$ cat config.mk
export PLATFORM = sky130hd
export DESIGN_NAME = seg7_scan_scheduler
export DESIGN_NICKNAME = d
export VERILOG_FILES = /design/src/rtl/seg7_pkg.sv /design/src/rtl/seg7_decoder.sv /design/src/rtl/seg7_scan_scheduler.sv
export SDC_FILE = /design/constraint.sdc
export NUM_CORES = 1
export LEC_CHECK = 0
export CAP_MARGIN = 5
export CORE_ASPECT_RATIO = 1.1
export CORE_MARGIN = 3
export CORE_UTILIZATION = 56
export DETAILED_ROUTE_END_ITERATION = 10
export DONT_BUFFER_PORTS = 1
export PLACE_DENSITY_LB_ADDON = 0.25
export SLEW_MARGIN = 20
export SYNTH_ARGS = -nofsm -noshare
export SYNTH_HDL_FRONTEND = slang
export SYNTH_SLANG_ARGS = --single-unit
export TNS_END_PERCENT = 10
$ cat constraint.sdc
create_clock -name clk -period 2.2 [get_ports clk]
set_input_delay 0.66 -clock clk [delete_from_list [all_inputs] [get_ports clk]]
set_output_delay 0.66 -clock clk [all_outputs]
set_load 0.02 [all_outputs]
$ cat src/rtl/seg7_pkg.sv
// seg7_pkg: shared seven-segment pattern table and scan state type
package seg7_pkg;
  localparam logic [6:0] SEG_HEX [16] = '{
    7'h3F, 7'h06, 7'h5B, 7'h4F, 7'h66, 7'h6D, 7'h7D, 7'h07,
    7'h7F, 7'h6F, 7'h77, 7'h7C, 7'h39, 7'h5E, 7'h79, 7'h71
  };
  localparam logic [6:0] SEG_BLANK = 7'h00;
  typedef enum logic {BLANK, DRIVE} scan_state_t;
endpackage

$ cat src/rtl/seg7_decoder.sv
// seg7_decoder: hex nibble to active-high segment pattern (seg[0] = a)
module seg7_decoder
  import seg7_pkg::*;
(
  input  logic [3:0] nib,
  output logic [6:0] pat
);
  assign pat = SEG_HEX[nib];
endmodule

$ cat src/rtl/seg7_scan_scheduler.sv
// seg7_scan_scheduler: multiplexes digits onto one segment bus with tear-free frame-synchronous shadow updates
module seg7_scan_scheduler
  import seg7_pkg::*;
#(
  parameter int NUM_DIGITS = 4,
  parameter int BLINK_DIV  = 250,
  parameter bit ACTIVE_LOW = 1'b1
) (
  input  logic                    clk,
  input  logic                    rst,
  input  logic                    scan_tick,
  input  logic [4*NUM_DIGITS-1:0] digit_val,
  input  logic [NUM_DIGITS-1:0]   digit_en,
  input  logic [NUM_DIGITS-1:0]   blink_mask,
  input  logic [NUM_DIGITS-1:0]   dp_in,
  input  logic                    upd_req,
  output logic                    upd_ack,
  output logic [NUM_DIGITS-1:0]   an,
  output logic [6:0]              seg,
  output logic                    dp,
  output logic                    frame_start
);
  localparam int IW = $clog2(NUM_DIGITS);
  localparam int BW = BLINK_DIV > 1 ? $clog2(BLINK_DIV) : 1;
  scan_state_t state, state_n;
  logic tick_d, edge_s, wrap, pending, blink_phase, vis, dp_n, blink_wrap;
  logic [IW-1:0] idx, idx_n;
  logic [BW-1:0] blink_cnt;
  logic [4*NUM_DIGITS-1:0] sh_val;
  logic [NUM_DIGITS-1:0] sh_en, sh_blink, sh_dp, an_n;
  logic [3:0] nib;
  logic [6:0] pat, seg_n;
  assign nib = sh_val[4*idx +: 4];
  seg7_decoder u_dec (.nib(nib), .pat(pat));
  always_comb begin
    edge_s = scan_tick & ~tick_d;
    wrap = edge_s & (idx == IW'(NUM_DIGITS - 1));
    idx_n = wrap ? '0 : idx + 1'b1;
    state_n = edge_s ? BLANK : DRIVE;
    blink_wrap = blink_cnt == BW'(BLINK_DIV - 1);
    vis = sh_en[idx] & ~(sh_blink[idx] & blink_phase);
    an_n = edge_s ? {NUM_DIGITS{ACTIVE_LOW}}
         : state == BLANK ? (NUM_DIGITS'(1) << idx) ^ {NUM_DIGITS{ACTIVE_LOW}} : an;
    seg_n = state == BLANK ? (vis ? pat : SEG_BLANK) ^ {7{ACTIVE_LOW}} : seg;
    dp_n = state == BLANK ? (vis & sh_dp[idx]) ^ ACTIVE_LOW : dp;
  end
  always_ff @(posedge clk)
    state <= rst ? BLANK : state_n;
  always_ff @(posedge clk) begin
    if (rst) begin
      tick_d <= 1'b0;
      idx <= '0;
      blink_cnt <= '0;
      blink_phase <= 1'b0;
      pending <= 1'b0;
      sh_val <= '0;
      sh_en <= '0;
      sh_blink <= '0;
      sh_dp <= '0;
      upd_ack <= 1'b0;
      frame_start <= 1'b0;
      an <= {NUM_DIGITS{ACTIVE_LOW}};
      seg <= {7{ACTIVE_LOW}};
      dp <= ACTIVE_LOW;
    end else begin
      tick_d <= scan_tick;
      if (edge_s) begin
        idx <= idx_n;
        blink_cnt <= blink_wrap ? '0 : blink_cnt + 1'b1;
        blink_phase <= blink_phase ^ blink_wrap;
      end
      if (wrap & pending) begin
        sh_val <= digit_val;
        sh_en <= digit_en;
        sh_blink <= blink_mask;
        sh_dp <= dp_in;
      end
      pending <= (wrap & pending) ? 1'b0 : pending | (upd_req & ~upd_ack);
      upd_ack <= wrap & pending;
      frame_start <= wrap;
      an <= an_n;
      seg <= seg_n;
      dp <= dp_n;
    end
  end
endmodule

==> impl_metrics.json, run 1 <==
{
  "min_period_over_period_pct": 93.4,
  "synth_top_cell_by_area": "sky130_fd_sc_hd__dfxtp_1",
  "post_synth.cell_area_avg_sq_um": 10.7,
  "worstPathCellList": "mux4_2, inv_1, ha_1, inv_1, mux4_2, o22a_1",
  "synth_seq_cells": 56,
  "die-width_microns": 68.5,
  "n_antenna_cell": 0,
  "fmax_ghz": 0.486,
  "drcViolationCount": 0,
  "yosysWarningCount": 0,
  "outcome": "completed",
  "ys_async_sr_fraction_pct": 0,
  "postRouteAntennaNets": 0,
  "netSwitchingPower_mw": 0.392,
  "register_area_share_after_synthesis_pct": 46.6,
  "place_area_sq_mm": 0.00246,
  "die_height_microns": 74.7,
  "start_util_pct": 59.3,
  "critPathRequiredTime_ps": 2410,
  "synthesized_nets": 269,
  "intPower_mw": 1.40,
  "setup_total_negative_slack_ps": 0,
  "clkPwrFrac_pct": 37.1,
  "netlist_area_sq_mm": 0.00240,
  "cts-buffers-inserted": 5,
  "final_hold_viol_count": 0,
  "grt_max_degree": 30,
  "p_leak_nw": 0.959,
  "insertion_delay_ps": 310,
  "aggregate_global_route_resource_usage_pct": 20.1,
  "yosys.cell_count.top_type": "sky130_fd_sc_hd__dfxtp_1",
  "numPortBuffers": 0,
  "globalRouteOverflowTotal": 0,
  "cts.root.buffer_cell": "sky130_fd_sc_hd__clkbuf_8",
  "cts.sinks": 56,
  "final-setup-viol-count": 0,
  "slew_viol_final": 0,
  "max_stage_delay_ps": 580,
  "netSwitchingFraction_pct": 21.9,
  "start_kind": "flop",
  "grt_first_pass_wirelength_microns": 7630,
  "power_frac_comb_pct": 4.5,
  "post_drt_via_cell_ratio": 5.86,
  "grt_antenna_before_repair": 0,
  "final.min_clock_period_ps": 2060,
  "relative_area_change_from_synthesis_to_final_layout_pct": 7.03,
  "fin_area_sq_mm": 0.00257,
  "grt_pass1_vias": 1597,
  "drt_first_pass_iters": 4,
  "synthesis.instances": 225,
  "core_sq_mm": 0.00405,
  "hp-class": "in2reg",
  "final_core_utilization_pct": 63.5,
  "total_number_of_vias": 1635,
  "worst_clock_skew_ps": 5.99,
  "max-slew-margin-rel_pct": 76.1,
  "clk_pin_slew_worst_paths_ps": 100,
  "post-dp-hpwl_microns": 3450,
  "grt_setup_unrepaired": "no",
  "yosys-top-cells-area": "sky130_fd_sc_hd__dfxtp_1 47%, sky130_fd_sc_hd__a22o_1 10%, sky130_fd_sc_hd__mux4_2 6.6%",
  "avgRoutedWirePerCell_microns": 16.8,
  "critPathKind": "reg2reg",
  "fp-row-count": 24,
  "rr_worst_depth": 6,
  "tritoncts": "yes",
  "i_o_pin_total": 46,
  "p_per_area_mw_per_mm2": 696,
  "netlist.area_leader.share_pct": 46.6,
  "commonest_cells_in_the_netlist": "56 x sky130_fd_sc_hd__dfxtp_1, 28 x sky130_fd_sc_hd__a22o_1, 18 x sky130_fd_sc_hd__nor2_1",
  "critical_path_cell_count": 6,
  "cp_max_fo": 5,
  "htree_levels": 2,
  "max_cap_violations": 0,
  "crit_path_arrival_time_ps": 2270,
  "critical_path.endpoint_type": "flop",
  "die-area_sq_mm": 0.00512,
  "critPathSlowestCell": "sky130_fd_sc_hd__mux4_2",
  "wire_length_after_detailed_routing_microns": 4670,
  "cts.path.max_buffers": 2,
  "yosys.cell_types.count": 36,
  "place.gp.congestion": 0.852,
  "worst_slew_pin_slew_ps": 358,
  "worst-path-buf-inv": 2,
  "synth_enable_flop_cells": 0,
  "synth_ff_type": "sky130_fd_sc_hd__dfxtp_1",
  "layout-drive-gt1-share_pct": 13.2,
  "nets": 270,
  "irDropWorstVdd_mv": 0.539,
  "seq_pwr_share_pct": 58.5,
  "min_path_cells": 1,
  "postCtsSetupRepairBufs": 0,
  "cpLargestDelayFamily": "multiplexers",
  "detail_route.iter0.violations": 121
}
[registers in the layout, summed over array words and instances (netlist names)]
name         flops
tick_d           1
state            1
dp               1
sh_en            4
sh_dp            4
seg              7
upd_ack          1
frame_start      1
an               4
pending          1
blink_phase      1
idx              2
blink_cnt        8
sh_blink         4
sh_val          16
[cell usage in the layout (no fill, tap or decap), types with 2 or more instances in the layout]
master,instances
sky130_fd_sc_hd__nor2_1,18
sky130_fd_sc_hd__nand2b_1,4
sky130_fd_sc_hd__and3_1,2
sky130_fd_sc_hd__xnor2_1,4
sky130_fd_sc_hd__xor2_1,6
sky130_fd_sc_hd__clkbuf_8,5
sky130_fd_sc_hd__nand2_1,17
sky130_fd_sc_hd__nor3_1,5
sky130_fd_sc_hd__a21oi_1,6
sky130_fd_sc_hd__a22o_1,28
sky130_fd_sc_hd__ha_1,12
sky130_fd_sc_hd__dfxtp_1,54
sky130_fd_sc_hd__mux2i_1,9
sky130_fd_sc_hd__o32a_1,6
sky130_fd_sc_hd__inv_1,10
sky130_fd_sc_hd__mux4_2,7
sky130_fd_sc_hd__dfxtp_2,2
sky130_fd_sc_hd__nand4_1,3
sky130_fd_sc_hd__nor2b_1,4
sky130_fd_sc_hd__buf_4,6
[per-layer routing]
| metal | up-vias | track usage (%) | wire length [microns] |
|---|---|---|---|
| met3 | 6 | 6.72 | 333 |
| met4 | 0 | 7.51 | 65 |
| li1 | 807 | - | - |
| met2 | 54 | 31.7 | 2220 |
| met5 | - | 0 | 0 |
| met1 | 768 | 25.5 | 2060 |
[what timing repair did]
item | 4_1_cts | 5_1_grt
endpoints found under the setup margin | 0 | 15
hold buffers | 0 | 0
gates resized for setup | 0 | 2
[logic make-up after synthesis]
| logic type | Yosys count | share of synthesized area, % |
|---|---|---|
| xor gates and xnor gates | 10 | 3.64 |
| DFF | 56 | 46.6 |
| buffers and inverters | 23 | 4.27 |
| muxes | 18 | 11.4 |
| AOI/OAI and AO/OA | 48 | 16.5 |
| and+or+nand+nor | 58 | 11.3 |
| adders and majority gates | 12 | 6.25 |
[per-stage QoR]
stage                     setup slack (ps)  instances  hold slack [ps]  total power [mW]
final                                  144        279              400              1.79
after global routing                  43.6        279              383              1.86
after CTS                             42.4        279              400              1.81
after detailed placement              71.4        271              469              1.15
after global placement                 186        271              459              1.15
after floorplan                       50.8        225              444              1.14
[power by group through the flow]
stage / Sequential, mW / Clock (mW) / Combinational, mW
floorplan: 1.06 / 0 / 0.0730
global placement: 1.07 / 0 / 0.0766
detailed placement: 1.07 / 0 / 0.0798
CTS: 1.05 / 0.678 / 0.0804
global route: 1.05 / 0.718 / 0.0887
finish: 1.05 / 0.664 / 0.0800
[path summary, 6_finish.rpt]
| path | from | endpoint | slack [ps] |
|---|---|---|---|
| max reg2reg | idx[0] | seg[3] | 140 |
| min | rst | idx[1] | 400 |
| min reg2reg | sh_en[0] | sh_en[0] | 490 |
| max | idx[0] | seg[3] | 140 |
[cell type report]
cell class / instances / area (sq um)
Timing Repair Buffer: 6 / 45.0
Clock inverter: 3 / 42.5
Multi-Input combinational cell: 146 / 1190
Fill cell: 326 / 1480
Inverter: 11 / 41.3
Sequential cell: 56 / 1120
Tap cell: 52 / 65.1
Clock buffer: 5 / 68.8
Power figures use the tool's default switching activity.
==> run 2, diff against run 1 <==
Settings changed: CORE_UTILIZATION 56 to 46, DONT_BUFFER_PORTS 1 to default.
==> run 2 against run 1 <==
Clock skew fell by 1.2 ps. Power fell by 1.0%. Setup slack got worse by 51 ps. Combinational power rose by 97%. Clock power fell by 14%. Via count rose by 9.2%. Fmax fell by 2.4%. Global-route usage fell by 3.6 points. Sequential share of layout area fell by 7.3 points.
==> impl_metrics.json, run 2 (same netlist as run 1, synthesis figures left out) <==
{
  "cts_hold_buf": 0,
  "cts.root.buffer_cell": "sky130_fd_sc_hd__clkbuf_8",
  "final_cell_mix": "56 x sky130_fd_sc_hd__dfxtp_1, 45 x sky130_fd_sc_hd__clkdlybuf4s50_1, 28 x sky130_fd_sc_hd__a22o_1",
  "die-width_microns": 74.9,
  "dr_wl_met2_microns": 2170,
  "ctsResizeCount": 0,
  "die-area_sq_mm": 0.00613,
  "die_height_microns": 81.8,
  "whs_ps": 483,
  "numPortBuffers": 45,
  "cts.sinks": 56,
  "highest-signal-layer": "met4",
  "core_sq_mm": 0.00485,
  "max_stage_delay_ps": 610,
  "grt_first_pass_wirelength_microns": 7850,
  "crit_path_arrival_time_ps": 2310,
  "irDropWorstVdd_mv": 0.454,
  "n_antenna_cell": 0,
  "drcViolationCount": 0,
  "cts-buffers-inserted": 5,
  "postRouteAntennaNets": 0,
  "critical_path.reg2reg.endpoint": "seg[3]",
  "total_number_of_vias": 1786,
  "layout-drive-gt1-share_pct": 11.9,
  "nets": 321,
  "r2r_setup_slack_ps": 90,
  "drt_first_pass_iters": 4,
  "i_o_pin_total": 46,
  "postCtsSetupRepairBufs": 0,
  "layout.cells.most_common": "sky130_fd_sc_hd__dfxtp_1",
  "max-slew-margin-rel_pct": 74.8,
  "rr_worst_depth": 6,
  "largest_reg_flops": 16,
  "cts.path.max_buffers": 2,
  "fmax_ghz": 0.475,
  "worst_clock_skew_ps": 4.76,
  "clk_pin_slew_worst_paths_ps": 90,
  "registers.top_by_ff_count": "sh_val",
  "hp-class": "reg2reg",
  "critPathRequiredTime_ps": 2410,
  "min_path_cells": 1,
  "met3_length_microns": 207,
  "max_cap_violations": 0,
  "fp-row-count": 26,
  "relative_area_change_from_synthesis_to_final_layout_pct": 28.1,
  "worstPathCellList": "mux4_2, inv_1, ha_1, inv_1, mux4_2, o22a_1",
  "grt_setup_unrepaired": "no",
  "tritoncts": "yes",
  "critical_path.endpoint_type": "flop",
  "grt_antenna_before_repair": 0,
  "final-setup-viol-count": 0,
  "setup_total_negative_slack_ps": 0,
  "place.gp.congestion": 0.810,
  "final_hold_viol_count": 0,
  "post_drt_via_cell_ratio": 5.35,
  "start_kind": "flop",
  "grt_max_degree": 30,
  "htree_levels": 2,
  "start_util_pct": 49.6,
  "p_per_area_mw_per_mm2": 576,
  "post-dp-hpwl_microns": 3420,
  "hold_end": "sh_blink[0]",
  "critPathKind": "reg2reg",
  "p_leak_nw": 1.17,
  "cp_max_fo": 5,
  "slew_viol_final": 0,
  "hp-start": "sh_blink[0]",
  "globalRouteOverflowTotal": 0,
  "timing.rr.start": "idx[0]",
  "avgRoutedWirePerCell_microns": 13.7,
  "detail_route.iter0.violations": 77,
  "critPathSlowestCell": "sky130_fd_sc_hd__mux4_2",
  "min_period_over_period_pct": 95.7,
  "final.min_clock_period_ps": 2110,
  "insertion_delay_ps": 300,
  "routedLengthMet1_microns": 2160,
  "aggregate_global_route_resource_usage_pct": 16.5,
  "wire_length_after_detailed_routing_microns": 4590,
  "outcome": "completed",
  "worst_slew_pin_slew_ps": 378,
  "grt_pass1_vias": 1817,
  "total_power_mw": 1.77,
  "reg.largest.list": "sh_val: 16 flops, blink_cnt: 8 flops, seg: 7 flops"
}
## run 2: cell types whose count changed in the layout (fill, tap and decap cells not counted), sizes merged
cell           change
bufinv             -1
clkdlybuf4s50     +45
buf                +6
clkinv             -1
clkbuf             +2
## run 2: layout make-up
type,count,area (sq um)
inverter,11,41.3
sequential,56,1120
clock inverter,1,7.51
tap,56,70.1
multi-input combinational,146,1190
fill,407,1770
timing repair buffer,57,566
clock buffer,7,86.3
## run 2: worst max path at each step
stage	depth (start not counted)	end	from
floorplan	7	seg[3]	idx[0]
global placement	7	blink_cnt[7]	scan_tick
detailed placement	6	sh_blink[3]	scan_tick
CTS	6	seg[3]	idx[0]
global route	6	seg[3]	idx[0]
finish	6	seg[3]	idx[0]
## run 2: power breakdown
group	leakage, nW	switching (mW)	internal [mW]
logic	0.668	0.0617	0.0958
clock network	0.0445	0.317	0.256
registers	0.453	0.0170	1.03
## run 2: per-layer routing
| metal | up-vias | global-route usage (%) |
|---|---|---|
| met5 | - | 0 |
| met4 | 0 | 6.76 |
| met3 | 6 | 4.28 |
| met2 | 42 | 28.0 |
| met1 | 830 | 19.6 |
| li1 | 908 | - |
## run 2: stage by stage
stage                     util (%)  cell area [sq um]  worst slack [ps]  cells
after floorplan                  -               2400              50.8    225
after global placement        61.6               2980               113    326
after detailed placement      61.6               2980              89.7    326
after CTS                     63.5               3080              90.0    334
after global routing          63.5               3080            0.0446    334
final                         63.5               3080              93.9    334
## run 2: critical path, delay by kind of cell, from the launching register on
kind	cells	cell delay, ps
adder cells (fa/ha/maj)	1	160
AO/OA/AOI/OAI	1	160
buffers and inverters	2	200
multiplexers	2	1070
flip-flops	1	430
==> run 3, diff against run 2 <==
Settings changed: GPL_ROUTABILITY_DRIVEN from default to 0, GPL_TIMING_DRIVEN from default to 0.
==> run 3 against run 2 <==
Fmax is 1.9% lower. Non-clock buffer count did not move. Clock skew about the same. Count of clock-buffer cells in the layout stayed put. Die area did not move. Setup slack lost 42 ps. Via count rose by 0.73%. First-iteration DRC count rose by 23%. Core utilization fell by 0.57 points. Cell count unchanged.
==> impl_metrics.json, run 3 (same netlist as run 1, synthesis figures left out) <==
{
  "outcome": "completed",
  "drt_first_pass_iters": 4,
  "dpl.cell_count": 326,
  "place_ws_ps": -296,
  "die_height_microns": 81.8,
  "layout-drive-gt1-share_pct": 11.9,
  "critPathSlowestCell": "sky130_fd_sc_hd__mux4_2",
  "final-setup-viol-count": 0,
  "rr_worst_depth": 7,
  "crit_path_start": "idx[0]",
  "postRouteAntennaNets": 0,
  "setup.worst_path.end": "seg[3]",
  "multiInputGateArea_sq_mm": 0.00119,
  "core_sq_mm": 0.00485,
  "irDropWorstVdd_mv": 0.450,
  "cts.root.buffer_cell": "sky130_fd_sc_hd__clkbuf_8",
  "post-route-worst-setup-slack_ps": 52.2,
  "start_kind": "flop",
  "final_hold_viol_count": 0,
  "total_power_mw": 1.77,
  "timing.rr.start": "idx[0]",
  "crit_path_arrival_time_ps": 2350,
  "layout.cells.most_common": "sky130_fd_sc_hd__dfxtp_1",
  "fmax_ghz": 0.466,
  "total_number_of_vias": 1799,
  "worstPathCellList": "buf_12, mux4_2, inv_2, ha_4, inv_1, mux4_2, o22a_1",
  "p_per_area_mw_per_mm2": 582,
  "dr_wl_met2_microns": 2290,
  "worst_clock_skew_ps": 4.42,
  "die-width_microns": 74.9,
  "hp-start": "seg[6]",
  "max_stage_delay_ps": 580,
  "post-dp-hpwl_microns": 3550,
  "final_cell_mix": "54 x sky130_fd_sc_hd__dfxtp_1, 45 x sky130_fd_sc_hd__clkdlybuf4s50_1, 28 x sky130_fd_sc_hd__a22o_1",
  "cts-buffers-inserted": 5,
  "highest-signal-layer": "met4",
  "fillerInstances": 421,
  "min_path_cells": 1,
  "grt_antenna_before_repair": 0,
  "min_period_over_period_pct": 97.6,
  "numPortBuffers": 45,
  "r2r_setup_slack_ps": 50,
  "max-slew-margin-rel_pct": 69.2,
  "critical_path.reg2reg.endpoint": "seg[3]",
  "place_area_sq_mm": 0.00292,
  "detail_route.iter0.violations": 95,
  "grt_pass1_vias": 1740,
  "i_o_pin_total": 46,
  "max_cap_violations": 0,
  "n_antenna_cell": 0,
  "worst_slew_pin_slew_ps": 463,
  "reg.largest.list": "sh_val: 16 flops, blink_cnt: 8 flops, seg: 7 flops",
  "clk_pin_slew_worst_paths_ps": 100,
  "crit_path_frequent_cell": "sky130_fd_sc_hd__mux4_2",
  "tritoncts": "yes",
  "critical_path.endpoint_type": "flop",
  "fp-row-count": 26,
  "sequential_cell_area_sq_mm": 0.00113,
  "cpLargestDelayFamily": "multiplexers",
  "insertion_delay_ps": 310,
  "slew_viol_final": 0,
  "start_util_pct": 49.6,
  "critPathRequiredTime_ps": 2410,
  "hp-class": "reg2reg",
  "grt_first_pass_wirelength_microns": 7910,
  "final_core_utilization_pct": 62.9,
  "wire_length_after_detailed_routing_microns": 4690,
  "post_drt_via_cell_ratio": 5.39,
  "nets": 321,
  "relative_area_change_from_synthesis_to_final_layout_pct": 26.9,
  "cts.path.max_buffers": 2,
  "setup_total_negative_slack_ps": 0,
  "routedLengthMet1_microns": 2120,
  "critical_path_cell_count": 7,
  "grt_max_degree": 17,
  "worst-path-buf-inv": 3,
  "htree_levels": 2,
  "p_leak_nw": 1.14,
  "whs_ps": 483,
  "aggregate_global_route_resource_usage_pct": 16.5,
  "cts.sinks": 56,
  "globalRouteOverflowTotal": 0,
  "largest_reg_flops": 16,
  "drcViolationCount": 0,
  "critPathKind": "reg2reg",
  "grt_setup_unrepaired": "yes",
  "registers.top_by_ff_count": "sh_val",
  "die-area_sq_mm": 0.00613,
  "cp_max_fo": 10,
  "final.min_clock_period_ps": 2150,
  "met3_length_microns": 224,
  "final_cell_count_no_fill": 334,
  "fin_area_sq_mm": 0.00305,
  "avgRoutedWirePerCell_microns": 14.0
}
-- run 3: changes by cell type in the layout (fill, tap and decap cells not counted), sizes merged --
cell    change
clkbuf      +6
buf         -6
-- run 3: worst min path at each step --
stage / to
CTS: seg[4]
global placement: sh_en[0]
floorplan: sh_dp[2]
global route: sh_val[2]
detailed placement: sh_dp[0]
finish: seg[6]
-- run 3: report_power, final --
part / internal [mW] / switching [mW] / total, mW
combinational: 0.0917 / 0.0645 / 0.156
clock: 0.257 / 0.323 / 0.580
sequential: 1.03 / 0.0123 / 1.04
total: 1.37 / 0.400 / 1.77
-- run 3: what timing repair did --
| action | in CTS | in global routing |
|---|---|---|
| buffers inserted | 0 | 0 |
| gates resized for setup | 5 | 7 |
| hold buffers | 0 | 0 |
| setup endpoints to repair | 2 | 10 |
-- run 3: area by class of cell --
class                      count  area share (%)
clock buffer                   7            2.83
multi-input combinational    146            39.2
tap                           56            2.30
timing repair buffer          45            14.8
sequential                    56            36.9
buffer                        12            2.34
inverter                      11            1.44
clock inverter                 1           0.246
-- run 3: layer usage --
| layer | vias to the layer above | track usage [%] |
|---|---|---|
| li1 | 909 | - |
| met1 | 843 | 21.1 |
| met2 | 42 | 27.3 |
| met3 | 5 | 4.04 |
| met4 | 0 | 5.34 |
| met5 | - | 0 |
